`src/rtl/dcache_responder.sv`:
```
// dcache_responder
//   Responder for the memory-access stage's data-memory requests. Implements a
//   direct-mapped, write-through, read-allocate, no-write-allocate data cache
//   with one-word lines. Load hits answer one cycle after accept; load misses
//   and all stores go to backing memory over a req/ack handshake, followed by a
//   one-cycle response pulse.
//
//   Optional build macro DCACHE_STATS_EN adds registered hit_count/miss_count
//   outputs counting accepted load hits and load misses (stores not counted).
module dcache_responder #(
   parameter int ADDR_W    = 32,
   parameter int DATA_W    = 32,
   parameter int NUM_LINES = 16
) (
   input  logic              clk,
   input  logic              reset,
   input  logic              req_valid,
   input  logic              req_we,
   input  logic [ADDR_W-1:0] req_addr,
   input  logic [DATA_W-1:0] req_wdata,
   output logic              req_ready,
   output logic              resp_valid,
   output logic [DATA_W-1:0] resp_rdata,
   output logic              mem_req,
   output logic              mem_we,
   output logic [ADDR_W-1:0] mem_addr,
   output logic [DATA_W-1:0] mem_wdata,
   input  logic              mem_ack,
   input  logic [DATA_W-1:0] mem_rdata
`ifdef DCACHE_STATS_EN
   ,
   output logic [31:0]       hit_count,
   output logic [31:0]       miss_count
`endif
);

   localparam int IDX_W = $clog2(NUM_LINES);
   localparam int TAG_W = ADDR_W - 2 - IDX_W;

   typedef enum logic [1:0] {
      S_IDLE   = 2'd0,
      S_REFILL = 2'd1,
      S_WRITE  = 2'd2,
      S_RESP   = 2'd3
   } state_t;

   state_t r_state;
   state_t w_state_next;

   // Line storage: valid bits are reset, tag/data arrays are not.
   logic [NUM_LINES-1:0] r_valid;
   logic [TAG_W-1:0]     r_tag_mem  [NUM_LINES];
   logic [DATA_W-1:0]    r_data_mem [NUM_LINES];

   // Registered outputs; r_mem_addr also holds the latched request address
   // while a backing-memory transfer is outstanding.
   logic              r_resp_valid;
   logic [DATA_W-1:0] r_resp_rdata;
   logic              r_mem_req;
   logic              r_mem_we;
   logic [ADDR_W-1:0] r_mem_addr;
   logic [DATA_W-1:0] r_mem_wdata;

   logic [IDX_W-1:0]  w_req_idx;
   logic [TAG_W-1:0]  w_req_tag;
   logic [ADDR_W-1:0] w_req_waddr;
   logic [IDX_W-1:0]  w_pend_idx;
   logic [TAG_W-1:0]  w_pend_tag;
   logic              w_hit;
   logic              w_arr_we;
   logic              w_tag_we;
   logic [IDX_W-1:0]  w_arr_idx;
   logic [DATA_W-1:0] w_arr_data;
   logic              w_unused_addr_lsb;

   assign w_req_idx   = req_addr[2+IDX_W-1:2];
   assign w_req_tag   = req_addr[ADDR_W-1:2+IDX_W];
   assign w_req_waddr = {req_addr[ADDR_W-1:2], 2'b00};
   assign w_pend_idx  = r_mem_addr[2+IDX_W-1:2];
   assign w_pend_tag  = r_mem_addr[ADDR_W-1:2+IDX_W];
   assign w_hit       = r_valid[w_req_idx] && (r_tag_mem[w_req_idx] == w_req_tag);

   // Byte-offset bits carry no meaning for word accesses.
   assign w_unused_addr_lsb = ^req_addr[1:0];

   // State register.
   always_ff @(posedge clk or negedge reset) begin
      // NOTE: sequential state uses non-blocking assignment so every register
      // samples pre-edge values, independent of block evaluation order.
      if (!reset) r_state <= S_IDLE;
      else        r_state <= w_state_next;
   end

   // Next-state and array write-port selection.
   always_comb begin
      // NOTE: every output gets a default first so no path leaves a value
      // unassigned, which would otherwise infer a latch.
      w_state_next = r_state;
      w_arr_we     = 1'b0;
      w_tag_we     = 1'b0;
      w_arr_idx    = w_req_idx;
      w_arr_data   = req_wdata;
      case (r_state)
         S_IDLE: begin
            if (req_valid) begin
               if (req_we) begin
                  // Store hits update the cached word; misses do not allocate.
                  w_state_next = S_WRITE;
                  w_arr_we     = w_hit && reset;
               end else if (!w_hit) begin
                  w_state_next = S_REFILL;
               end
            end
         end
         S_REFILL: begin
            if (mem_ack) begin
               w_state_next = S_RESP;
               w_arr_we     = reset;
               w_tag_we     = 1'b1;
               w_arr_idx    = w_pend_idx;
               w_arr_data   = mem_rdata;
            end
         end
         S_WRITE: begin
            if (mem_ack) w_state_next = S_RESP;
         end
         S_RESP: begin
            w_state_next = S_IDLE;
         end
         default: begin
            w_state_next = S_IDLE;
         end
      endcase
   end

   // Tag and data arrays: single write port shared by store hits and refills.
   always_ff @(posedge clk) begin
      // NOTE: storage arrays carry no reset; the valid bits alone decide
      // whether a line's contents are meaningful.
      if (w_arr_we) begin
         r_data_mem[w_arr_idx] <= w_arr_data;
         if (w_tag_we) r_tag_mem[w_arr_idx] <= w_pend_tag;
      end
   end

   // Valid bits, response pulse and backing-memory request registers.
   always_ff @(posedge clk or negedge reset) begin
      if (!reset) begin
         r_valid      <= '0;
         r_resp_valid <= 1'b0;
         r_resp_rdata <= '0;
         r_mem_req    <= 1'b0;
         r_mem_we     <= 1'b0;
         r_mem_addr   <= '0;
         r_mem_wdata  <= '0;
      end else begin
         r_resp_valid <= 1'b0;
         case (r_state)
            S_IDLE: begin
               if (req_valid) begin
                  if (req_we) begin
                     r_mem_req   <= 1'b1;
                     r_mem_we    <= 1'b1;
                     r_mem_addr  <= w_req_waddr;
                     r_mem_wdata <= req_wdata;
                  end else if (w_hit) begin
                     r_resp_valid <= 1'b1;
                     r_resp_rdata <= r_data_mem[w_req_idx];
                  end else begin
                     r_mem_req  <= 1'b1;
                     r_mem_we   <= 1'b0;
                     r_mem_addr <= w_req_waddr;
                  end
               end
            end
            S_REFILL: begin
               if (mem_ack) begin
                  r_valid[w_pend_idx] <= 1'b1;
                  r_mem_req           <= 1'b0;
                  r_resp_valid        <= 1'b1;
                  r_resp_rdata        <= mem_rdata;
               end
            end
            S_WRITE: begin
               if (mem_ack) begin
                  r_mem_req    <= 1'b0;
                  r_mem_we     <= 1'b0;
                  r_resp_valid <= 1'b1;
                  r_resp_rdata <= '0;
               end
            end
            default: begin
            end
         endcase
      end
   end

`ifdef DCACHE_STATS_EN
   logic [31:0] r_hit_count;
   logic [31:0] r_miss_count;

   // Load hit/miss counters, advanced once per accepted load.
   always_ff @(posedge clk or negedge reset) begin
      if (!reset) begin
         r_hit_count  <= '0;
         r_miss_count <= '0;
      end else if ((r_state == S_IDLE) && req_valid && !req_we) begin
         if (w_hit) r_hit_count  <= r_hit_count + 32'd1;
         else       r_miss_count <= r_miss_count + 32'd1;
      end
   end

   assign hit_count  = r_hit_count;
   assign miss_count = r_miss_count;
`endif

   assign req_ready  = (r_state == S_IDLE);
   assign resp_valid = r_resp_valid;
   assign resp_rdata = r_resp_rdata;
   assign mem_req    = r_mem_req;
   assign mem_we     = r_mem_we;
   assign mem_addr   = r_mem_addr;
   assign mem_wdata  = r_mem_wdata;

endmodule

```
`config.mk`:
```
export PLATFORM = sky130hd
export DESIGN_NAME = dcache_responder
export DESIGN_NICKNAME = d
export VERILOG_FILES = /design/src/rtl/dcache_responder.sv
export SDC_FILE = /design/constraint.sdc
export NUM_CORES = 1
export LEC_CHECK = 0
export CORE_MARGIN = 2
export CORE_UTILIZATION = 50
export DETAILED_ROUTE_END_ITERATION = 6
export GPL_ROUTABILITY_DRIVEN = 1
export PLACE_DENSITY = 0.68
export SYNTH_ARGS = -nofsm -noshare
export SYNTH_HDL_FRONTEND = slang
export SYNTH_SLANG_ARGS = --single-unit
```
`constraint.sdc`:
```
create_clock -name clk -period 6.6 [get_ports clk]
set_input_delay 1.32 -clock clk [delete_from_list [all_inputs] [get_ports clk]]
set_output_delay 1.32 -clock clk [all_outputs]
set_load 0.005 [all_outputs]
```
==> impl_metrics.toml <==
[detailed_routing]
postRouteAntennaNets = 0
drcViolationCount = 0
num_vias = 20600
drtIter0Drc = 2107
wl_per_cell_um = 28.4
drt-pass1-iter-count = 5
routed_wl_mm = 97.3
avgViaCountPerCell = 6.01

[pwr]
p_switching_mw = 4.38
p_int_mw = 12.9
powerDensity_nw_per_um2 = 355
peakVddDrop_mv = 0.259
power_frac_seq_pct = 50.3
pwr-share-clk_pct = 33.7
p_leak_nw = 16.2
sw_frac_of_total_pct = 25.4
p_total_mw = 17.3
p_comb_share_pct = 16.0

[critical_path]
path_delay_family = "buffers and inverters"
slowest_stage = "mux4_2"
worstPathArrival_ns = 5.64
r2r_cells = 10
timing.rr.start = "r_tag_mem[13][13]$_DFFE_PP_"
slowest_delay_ns = 0.54
r2r_setup_slack_ns = 2.25
crit_chain = "buf_8 -> buf_4 -> mux4_2 -> mux4_2 -> xnor2_1 -> and4_1 -> nand3_1 -> nor3_1 -> a41oi_1 -> buf_4 -> nor2_4 -> buf_12"
start_kind = "input pin"
cp-end-kind = "flip-flop"
crit_type = "input pin to flip-flop"
worstPathMaxFanout = 70
cp.buffers_inverters = 4
timing.rr.end = "r_data_mem[14][3]$_DFFE_PP_"
required_ns = 6.93

[synthesis]
synth_edf_count = 928
syn_area_per_cell_um2 = 20.8
synth_cell_types = 71
synthFlopType = "edfxtp_1"
ys_warn_count = 0
syn_area_um2 = 41500
async_reset_ff_share_pct = 11.0
ys_seq_area_share_pct = 74.0
synth-seq-cells = 1043
synthCells = 1993

[clocking]
clock_sinks = 1043
cts_buffer_depth = 3
post_cts_buffers = 0
hold_buffers = 0
clkLatencyLatePin_ns = 0.68
cts_tree = "yes"
cts_buffers = 103
root_buffer = "clkbuf_16"
h-tree-depth = 3
path_clk_slew_ns = 0.06
cts_resized = 0

[global_route]
grtUsageTotal_pct = 23.1
grt_max_degree = 76
grt_pass1_vias = 21600
grt_pass1_wl_mm = 144
antenna_found_initial = 3
grt_overflow_total = 0

[min_path]
hold_end = "r_valid[4]$_DFFE_PN0P_"
hold_class = "flip-flop to flip-flop"
min_from = "r_valid[4]$_DFFE_PN0P_"
min_path_cells = 1

[final_layout]
postLayoutCellArea_um2 = 48700
layout_common_cells = "edfxtp_1, mux4_2, clkdlybuf4s50_1"
nets = 2366
area_growth_pct = 17.2
utilization_pct = 59.3
register_area_um2 = 30700
n_fill_cell = 5831
multi_input_area_um2 = 10300
layout_commonest_cell = "edfxtp_1"
drive_above_1_share_pct = 27.1

[timing]
final_hold_viol_count = 0
hold_ws_ns = 0.455
min_period_over_period_pct = 80.4
slew_viol_final = 0
slew_headroom_pct = 23.6
rsz0062_at_grt = "false"
worst_pin_slew_ns = 1.15
skew_ns = 0.0508
finalCriticalPeriod_ns = 5.30
finalSetupTns_ns = 0
setup_viol = 0
clock.fmax_mhz = 189

[die]
ioPinCount = 201
die_x_um = 292
core-area_um2 = 82100
num_rows = 105
fp.dieH_um = 292
fp.dieArea_um2 = 85400
start_util_pct = 50.6

[place]
globalplace.congestion = 0.811
dp_hpwl_mm = 55.4
portBuffers = 196
postPlaceCellArea_um2 = 45300

[flow_run]
cap_violations = 0

[status]
status = "complete, no violations"
-- sequential cells by signal (all words and copies together) (netlist names) --
register	count
r_state	2
r_data_mem	512
resp_valid	1
resp_rdata	32
mem_addr	30
r_tag_mem	416
mem_wdata	32
mem_req	1
r_valid	16
mem_we	1
-- layer usage --
layer	global-route usage [%]	wire, um	vias to the layer above
li1	-	-	8695
met1	31.9	39300	10900
met2	38.0	48700	833
met3	4.51	7340	119
met4	6.12	1980	4
met5	0	17	-
-- how the worst max path moves through the flow --
stage	startpoint	to	slack [ns]	cells after the start
6_report	req_addr[2]	r_data_mem[14][3]$_DFFE_PP_	1.30	12
5_1_grt	req_addr[2]	r_data_mem[15][5]$_DFFE_PP_	0.97	12
4_1_cts	req_addr[2]	r_data_mem[15][3]$_DFFE_PP_	1.26	12
3_5_place_dp	req_addr[2]	r_data_mem[15][26]$_DFFE_PP_	0.57	12
3_3_place_gp	req_addr[2]	r_data_mem[4][5]$_DFFE_PP_	0.55	11
2_1_floorplan	req_addr[4]	r_data_mem[4][0]$_DFFE_PP_	-0.27	12
-- cells in the mapped netlist (20+ instances only) --
cell type / number / share of area (%)
buf_2: 23 / 0.28
clkbuf_1: 40 / 0.36
dfrtp_1: 115 / 6.9
edfxtp_1: 928 / 67
inv_1: 46 / 0.42
mux2_2: 80 / 2.2
mux2_4: 30 / 1.1
mux2i_1: 60 / 1.4
mux4_2: 253 / 14
nand2_1: 58 / 0.52
nor2_1: 46 / 0.42
o21ai_0: 43 / 0.52
xnor2_1: 20 / 0.42
-- layout make-up --
| class | count | area share, % |
|---|---|---|
| multi-input cells | 800 | 21.2 |
| repair buffers | 266 | 5.56 |
| clock buffers | 145 | 5.81 |
| well taps | 1070 | 2.75 |
| clock inverters | 50 | 1.14 |
| flip-flops and latches | 1043 | 63.2 |
| diodes | 2 | 0.0103 |
| inverters | 47 | 0.365 |
-- cells by family after synthesis --
logic type | after synthesis | share of synthesized area (%)
other cells | 1 | 0.00903
fa+ha+maj | 4 | 0.121
compound gates | 133 | 2.19
simple gates | 181 | 2.15
flops | 1043 | 74.0
buf+inv | 151 | 1.77
xor+xnor | 38 | 0.801
mux | 442 | 18.9
-- power by group through the flow --
stage | sequential [mW] | clock (mW) | combinational, mW
floorplan | 8.63 | 0 | 1.50
global placement | 8.76 | 0 | 2.72
detailed placement | 8.82 | 0 | 2.78
CTS | 8.69 | 5.91 | 2.80
global route | 8.77 | 6.18 | 2.96
finish | 8.69 | 5.82 | 2.77
-- metrics by stage --
stage / setup WS, ns / instances
6_report: 1.30 / 3423
5_1_grt: 0.973 / 3421
4_1_cts: 1.26 / 3421
3_5_place_dp: 0.569 / 3226
3_3_place_gp: 0.551 / 3226
2_1_floorplan: -0.274 / 1994
Power figures use the tool's default switching activity.
